## config.mk

```make
export PLATFORM = sky130hd
export DESIGN_NAME = fetch_prefetch_queue
export DESIGN_NICKNAME = d
export VERILOG_FILES = /design/src/rtl/fetch_pkg.sv /design/src/rtl/fetch_fifo.sv /design/src/rtl/fetch_prefetch_queue.sv
export SDC_FILE = /design/constraint.sdc
export NUM_CORES = 1
export LEC_CHECK = 0
export BUFFER_PORTS_ARGS = -buffer_cell sky130_fd_sc_hd__buf_2
export CORE_AREA = 2 2 161 195
export DETAILED_ROUTE_END_ITERATION = 10
export DIE_AREA = 0 0 163 197
export PLACE_DENSITY = 0.72
export SLEW_MARGIN = 10
export SYNTH_ARGS = -nofsm -noshare
export SYNTH_HDL_FRONTEND = slang
export SYNTH_SLANG_ARGS = --single-unit
```

## constraint.sdc

```tcl
create_clock -name clk -period 3.88 [get_ports clk]
set_input_delay 0.776 -clock clk [delete_from_list [all_inputs] [get_ports clk]]
set_output_delay 0.776 -clock clk [all_outputs]
set_load 0.03 [all_outputs]
```

## src/rtl/fetch_pkg.sv

```systemverilog
// Shared fetch-stage constants and the prefetch queue entry type.
package fetch_pkg;

  localparam int ADDR_W  = 32;
  localparam int INSTR_W = 32;

  localparam logic [ADDR_W-1:0]  RESET_PC  = 32'h0600_2000;
  localparam logic [INSTR_W-1:0] NOP_INSTR = 32'h7800_0000;

  typedef struct packed {
    logic [ADDR_W-1:0]  pc;
    logic [INSTR_W-1:0] instr;
  } fetch_entry_t;

endpackage

```

## src/rtl/fetch_fifo.sv

```systemverilog
// Synchronous FIFO of fetch entries; push and pop may coincide at any occupancy.
module fetch_fifo
  import fetch_pkg::*;
#(
  parameter int DEPTH = 4
) (
  input  logic                         clk,
  input  logic                         rst_n,
  input  logic                         push,
  input  fetch_entry_t                 push_data,
  input  logic                         pop,
  input  logic                         clear,
  output fetch_entry_t                 head,
  output logic                         empty,
  output logic [$clog2(DEPTH+1)-1:0]   count
);

  localparam int PW = $clog2(DEPTH);

  fetch_entry_t      mem [DEPTH];
  logic [PW-1:0]     wr_ptr;
  logic [PW-1:0]     rd_ptr;

  // NOTE: storage has no reset; occupancy is tracked by count, so stale contents are never observed.
  always_ff @(posedge clk) begin
    if (push && !clear) mem[wr_ptr] <= push_data;
  end

  // NOTE: all sequential state uses non-blocking assignments so every flop samples pre-edge values.
  always_ff @(posedge clk or negedge rst_n) begin
    if (!rst_n) begin
      wr_ptr <= '0;
      rd_ptr <= '0;
      count  <= '0;
    end else if (clear) begin
      wr_ptr <= '0;
      rd_ptr <= '0;
      count  <= '0;
    end else begin
      if (push) wr_ptr <= wr_ptr + 1'b1;
      if (pop)  rd_ptr <= rd_ptr + 1'b1;
      case ({push, pop})
        2'b10:   count <= count + 1'b1;
        2'b01:   count <= count - 1'b1;
        default: ;
      endcase
    end
  end

  assign head  = mem[rd_ptr];
  assign empty = (count == '0);

endmodule

```

## src/rtl/fetch_prefetch_queue.sv

```systemverilog
// Fetch stage: PC and request credit control in front of a DEPTH-entry prefetch queue.
module fetch_prefetch_queue
  import fetch_pkg::*;
#(
  parameter int DEPTH           = 4,
  parameter int PC_STEP         = 4,
  parameter bit PROTOCOL_ASSERT = 1'b1
) (
  input  logic                       clk,
  input  logic                       rst_n,
  input  logic                       redirect,
  input  logic [ADDR_W-1:0]          redirect_pc,
  input  logic                       restore,
  input  logic [ADDR_W-1:0]          restore_pc,
  input  logic                       inject_valid,
  input  logic [INSTR_W-1:0]         inject_instr,
  input  logic                       stall,
  output logic                       mem_req,
  output logic [ADDR_W-1:0]          mem_addr,
  input  logic                       mem_gnt,
  input  logic                       mem_rvalid,
  input  logic [INSTR_W-1:0]         mem_rdata,
  output logic                       instr_valid,
  output logic [INSTR_W-1:0]         instr,
  output logic [ADDR_W-1:0]          instr_pc,
  output logic [ADDR_W-1:0]          current_pc,
  output logic [$clog2(DEPTH+1)-1:0] q_count
);

  localparam int CW = $clog2(DEPTH+1);

  logic              run;
  logic [ADDR_W-1:0] fetch_pc;
  logic [ADDR_W-1:0] resp_pc;
  logic [CW-1:0]     outstanding;
  logic [CW-1:0]     discard;

  logic              flush;
  logic [ADDR_W-1:0] target;
  logic [CW:0]       credits_used;
  logic              issue;
  logic              resp;
  logic              drop;
  logic              push;
  logic              pop;
  logic              empty;
  fetch_entry_t      head;

  fetch_fifo #(.DEPTH(DEPTH)) u_fifo (
    .clk       (clk),
    .rst_n     (rst_n),
    .push      (push),
    .push_data ('{pc: resp_pc, instr: mem_rdata}),
    .pop       (pop),
    .clear     (flush),
    .head      (head),
    .empty     (empty),
    .count     (q_count)
  );

  // NOTE: every output of this block gets a default first, so no path can infer a latch.
  always_comb begin
    flush        = run & (redirect | restore);
    target       = restore ? restore_pc : redirect_pc;
    credits_used = {1'b0, q_count} + {1'b0, outstanding};
    mem_req      = run & ~flush & (credits_used < (CW+1)'(DEPTH));
    issue        = mem_req & mem_gnt;
    // Responses with nothing outstanding are protocol errors and are ignored.
    resp         = mem_rvalid & (outstanding != '0);
    drop         = resp & (flush | (discard != '0));
    push         = resp & ~drop;
    pop          = run & ~flush & ~empty & ~stall & ~inject_valid;
    instr_valid  = run & ~flush & (inject_valid | ~empty);
    instr        = NOP_INSTR;
    instr_pc     = fetch_pc;
    if (instr_valid && !inject_valid) begin
      instr    = head.instr;
      instr_pc = head.pc;
    end else if (instr_valid) begin
      instr    = inject_instr;
    end
  end

  assign mem_addr   = fetch_pc;
  assign current_pc = fetch_pc;

  always_ff @(posedge clk or negedge rst_n) begin
    if (!rst_n) begin
      run         <= 1'b0;
      fetch_pc    <= RESET_PC;
      resp_pc     <= RESET_PC;
      outstanding <= '0;
      discard     <= '0;
    end else begin
      run <= 1'b1;
      if (flush) begin
        // Everything still in flight, bar a response landing now, belongs to the old stream.
        fetch_pc    <= target;
        resp_pc     <= target;
        outstanding <= outstanding - CW'(resp);
        discard     <= outstanding - CW'(resp);
      end else begin
        if (issue) fetch_pc <= fetch_pc + ADDR_W'(PC_STEP);
        if (push)  resp_pc  <= resp_pc + ADDR_W'(PC_STEP);
        if (drop)  discard  <= discard - 1'b1;
        outstanding <= outstanding + CW'(issue) - CW'(resp);
      end
    end
  end

  generate
    if (PROTOCOL_ASSERT) begin : g_protocol_check
      always_ff @(posedge clk) begin
        if (rst_n) begin
          assert (!(mem_rvalid && outstanding == '0))
            else $error("mem_rvalid with no request outstanding");
        end
      end
    end
  endgenerate

endmodule
```

==> reports/metrics.yaml <==
dp_hpwl_um: 25000
post_cts_buffers: 0
status: "complete, no violations"
rsz0062_at_grt: "false"
wl_um: 37100
use_met2_pct: 39.6
grt_pass1_vias: 9811
finalSetupTns_ns: 0
maxSlewHeadroom_pct: 33.9
worstMarginPinSlew_ns: 0.984
use_met3_pct: 3.28
die_h_um: 197
cp.arrival_ns: 2.72
synth.net_count: 1201
crit_required_ns: 3.10
crit_fanout: 18
slew_viol_final: 0
core_area_um2: 30200
worstPathCellList: "buf_2 -> or3b_1 -> or3_1 -> buf_4 -> nand2_1 -> nand2_1 -> buf_2"
synth_area_um2: 14900
path_delay_family: "simple AND/OR/NAND/NOR gates"
syn_inst: 1049
synth.area.top_cells: "edfxtp_1 (51%), dfrtp_1 (12%), mux4_2 (9.6%)"
synth_area_per_cell_um2: 14.2
path_class: "input pin to primary output"
async_flop_share_pct: 22.9
grt_max_degree: 69
grt_pass1_wl_um: 55500
max_freq_ghz: 0.286
drc_errors: 0
grt_overflow_total: 0
skew_ns: 0.0161
gr-max-usage-layer: "met2"
pin_count: 269
pre_cts_slack_ns: 0.355
synth_warnings: 0
cts_made_buffers: 34
avgViaCountPerCell: 5.77
final.period_utilization_pct: 90.1
grtUsageTotal_pct: 23.1
ys_ff_latch: 332
hold_viol: 0
synth-edff-count: 256
max_stage_delay_ns: 0.61
yosysSeqAreaShare_pct: 64.2
dieArea_um2: 32100
cts_hold_buffers: 0
p_leak_nw: 6.62
gp_congestion: 0.904
setup_ws_ns: 0.383
initial_utilization_pct: 49.5
cts_tree: "yes"
finalCriticalPeriod_ns: 3.50
start_kind: "input pin"
fp.dieW_um: 163
synth_ff_type: "edfxtp_1"
path_clk_slew_ns: 0.06
clk_latency_ns: 0.52
nets: 1447
yosysTopAreaCellShare_pct: 51.4
yosys.area.top_type: "edfxtp_1"
drv_cap: 0
htree_levels: 2
powerDensity_nw_per_um2: 494
ant_nets: 0
timing.hold.ws_ns: 0.412
wl_per_cell_um: 21.6
antenna-diode-count: 0
use_met1_pct: 29.9
cts_root_buf: "clkbuf_16"
placement_rows: 70
cts.sinks: 332
path_buf_inv: 3
synth.distinct_cells: 61
first_pass_iters: 5
crit_path_top_delay_cell: "or3_1"
area_growth_pct: 18.2
vias: 9909
cp-end-kind: "primary output"
cts_max_path_buffers: 3
antenna_found_initial: 0
fin_cells: 1717
cts_resized: 0
layout-drive-gt1-share_pct: 33.5
placedCellCount: 1655
finalSetupViolCount: 0
ir_worst_vdd_mv: 0.308
numPortBuffers: 268
min_path_type: "input pin to async pin"
initialDrtViolationCount: 861
## worst paths after layout
check | start | endpoint | slack, ns | cells past startpoint
worst max-delay path | restore | instr_pc[2] | 0.38 | 7
worst min-delay path | rst_n | resp_pc[16]$_DFFE_PN0P_ | 0.41 | 1
worst max register to register | u_fifo.count[2]$_DFFE_PN0P_ | outstanding[2]$_DFF_PN0_ | 1.01 | 11
worst min register to register | resp_pc[31]$_DFFE_PN0P_ | u_fifo.mem[1][63]$_DFFE_PP_ | 0.55 | 0
max in group asynchronous | rst_n | u_fifo.rd_ptr[0]$_DFFE_PN0P_ | 2.75 | 1
min in group clk | mem_rdata[0] | u_fifo.mem[0][0]$_DFFE_PP_ | 0.48 | 1
## flip-flops by register name (all words and copies together), names as in the netlist
| signal | flops |
|---|---|
| current_pc | 31 |
| discard | 3 |
| outstanding | 3 |
| resp_pc | 31 |
| run | 1 |
| u_fifo.count | 3 |
| u_fifo.mem | 256 |
| u_fifo.rd_ptr | 2 |
| u_fifo.wr_ptr | 2 |
## Yosys cell counts, types with 5 or more instances
master and n:
buf_4 34, buf_2 11, o21ai_0 28, nand4_1 19, nor2_1 22, nand2_1 154
nor3_1 10, inv_1 16, a21oi_1 53, nor4_1 8, a211oi_1 18, dfrtp_1 70
mux4_2 64, xor2_1 25, and2_1 5, buf_1 7, ha_1 14, xnor2_1 22
and3_1 18, mux2_2 9, edfxtp_1 256, a22o_1 29, o22a_1 6, nand3_1 24
and4_1 8, nor2b_1 20, clkbuf_1 36, dfstp_2 6
## cell type report
type                       instances  area (um2)
inverter                          17        63.8
multi-input combinational        612        4860
clock inverter                    14        91.3
sequential                       332        9600
timing repair buffer             298        1640
fill                            2423       12500
tap                              396         495
clock buffer                      48         923
## cell families after synthesis
group	after synthesis	synth area share, %
muxes	77	10.6
buffers and inverters	105	3.58
xor gates and xnor gates	47	2.75
AOI/OAI and AO/OA	166	7.35
and+or+nand+nor	305	10.1
other	1	0.0251
DFF	332	64.2
adders and majority gates	16	1.44
## report_power, final
part	switching, mW	total [mW]	internal, mW
logic	0.874	1.37	0.498
registers	0.276	4.37	4.10
clock network	1.31	2.98	1.68
total	2.46	8.73	6.27
## stage by stage
step	power [mW]	util, %	area (um2)
after global routing	9.07	58.5	17700
after global placement	5.77	55.1	16700
after detailed placement	5.81	55.1	16700
after CTS	8.78	58.5	17700
after floorplan	5.34	-	14900
final	8.73	58.5	17700
## layout by cell type (no fill, tap or decap), types with 8 or more instances in the layout
| cell type | n |
|---|---|
| a21oi_1 | 53 |
| and4_1 | 8 |
| nor4_1 | 8 |
| buf_2 | 267 |
| dfrtp_1 | 68 |
| buf_4 | 25 |
| xnor2_1 | 22 |
| mux4_2 | 64 |
| o21ai_0 | 28 |
| clkbuf_16 | 34 |
| inv_1 | 16 |
| ha_1 | 14 |
| mux2_2 | 9 |
| edfxtp_1 | 256 |
| a211oi_1 | 18 |
| a22o_1 | 29 |
| nor2_1 | 21 |
| nor2b_1 | 20 |
| nand4_1 | 19 |
| nand3_1 | 24 |
| and3_1 | 14 |
| clkbuf_1 | 12 |
| nor3_1 | 10 |
| xor2_1 | 25 |
| nand2_1 | 154 |
## metal layers
| metal | wire length (um) | share of wire, % |
|---|---|---|
| met3 | 2420 | 6.5 |
| met5 | 0 | 0 |
| met2 | 18600 | 50 |
| met4 | 1170 | 3.1 |
| met1 | 14900 | 40 |
(Power assumes the default switching activity.)
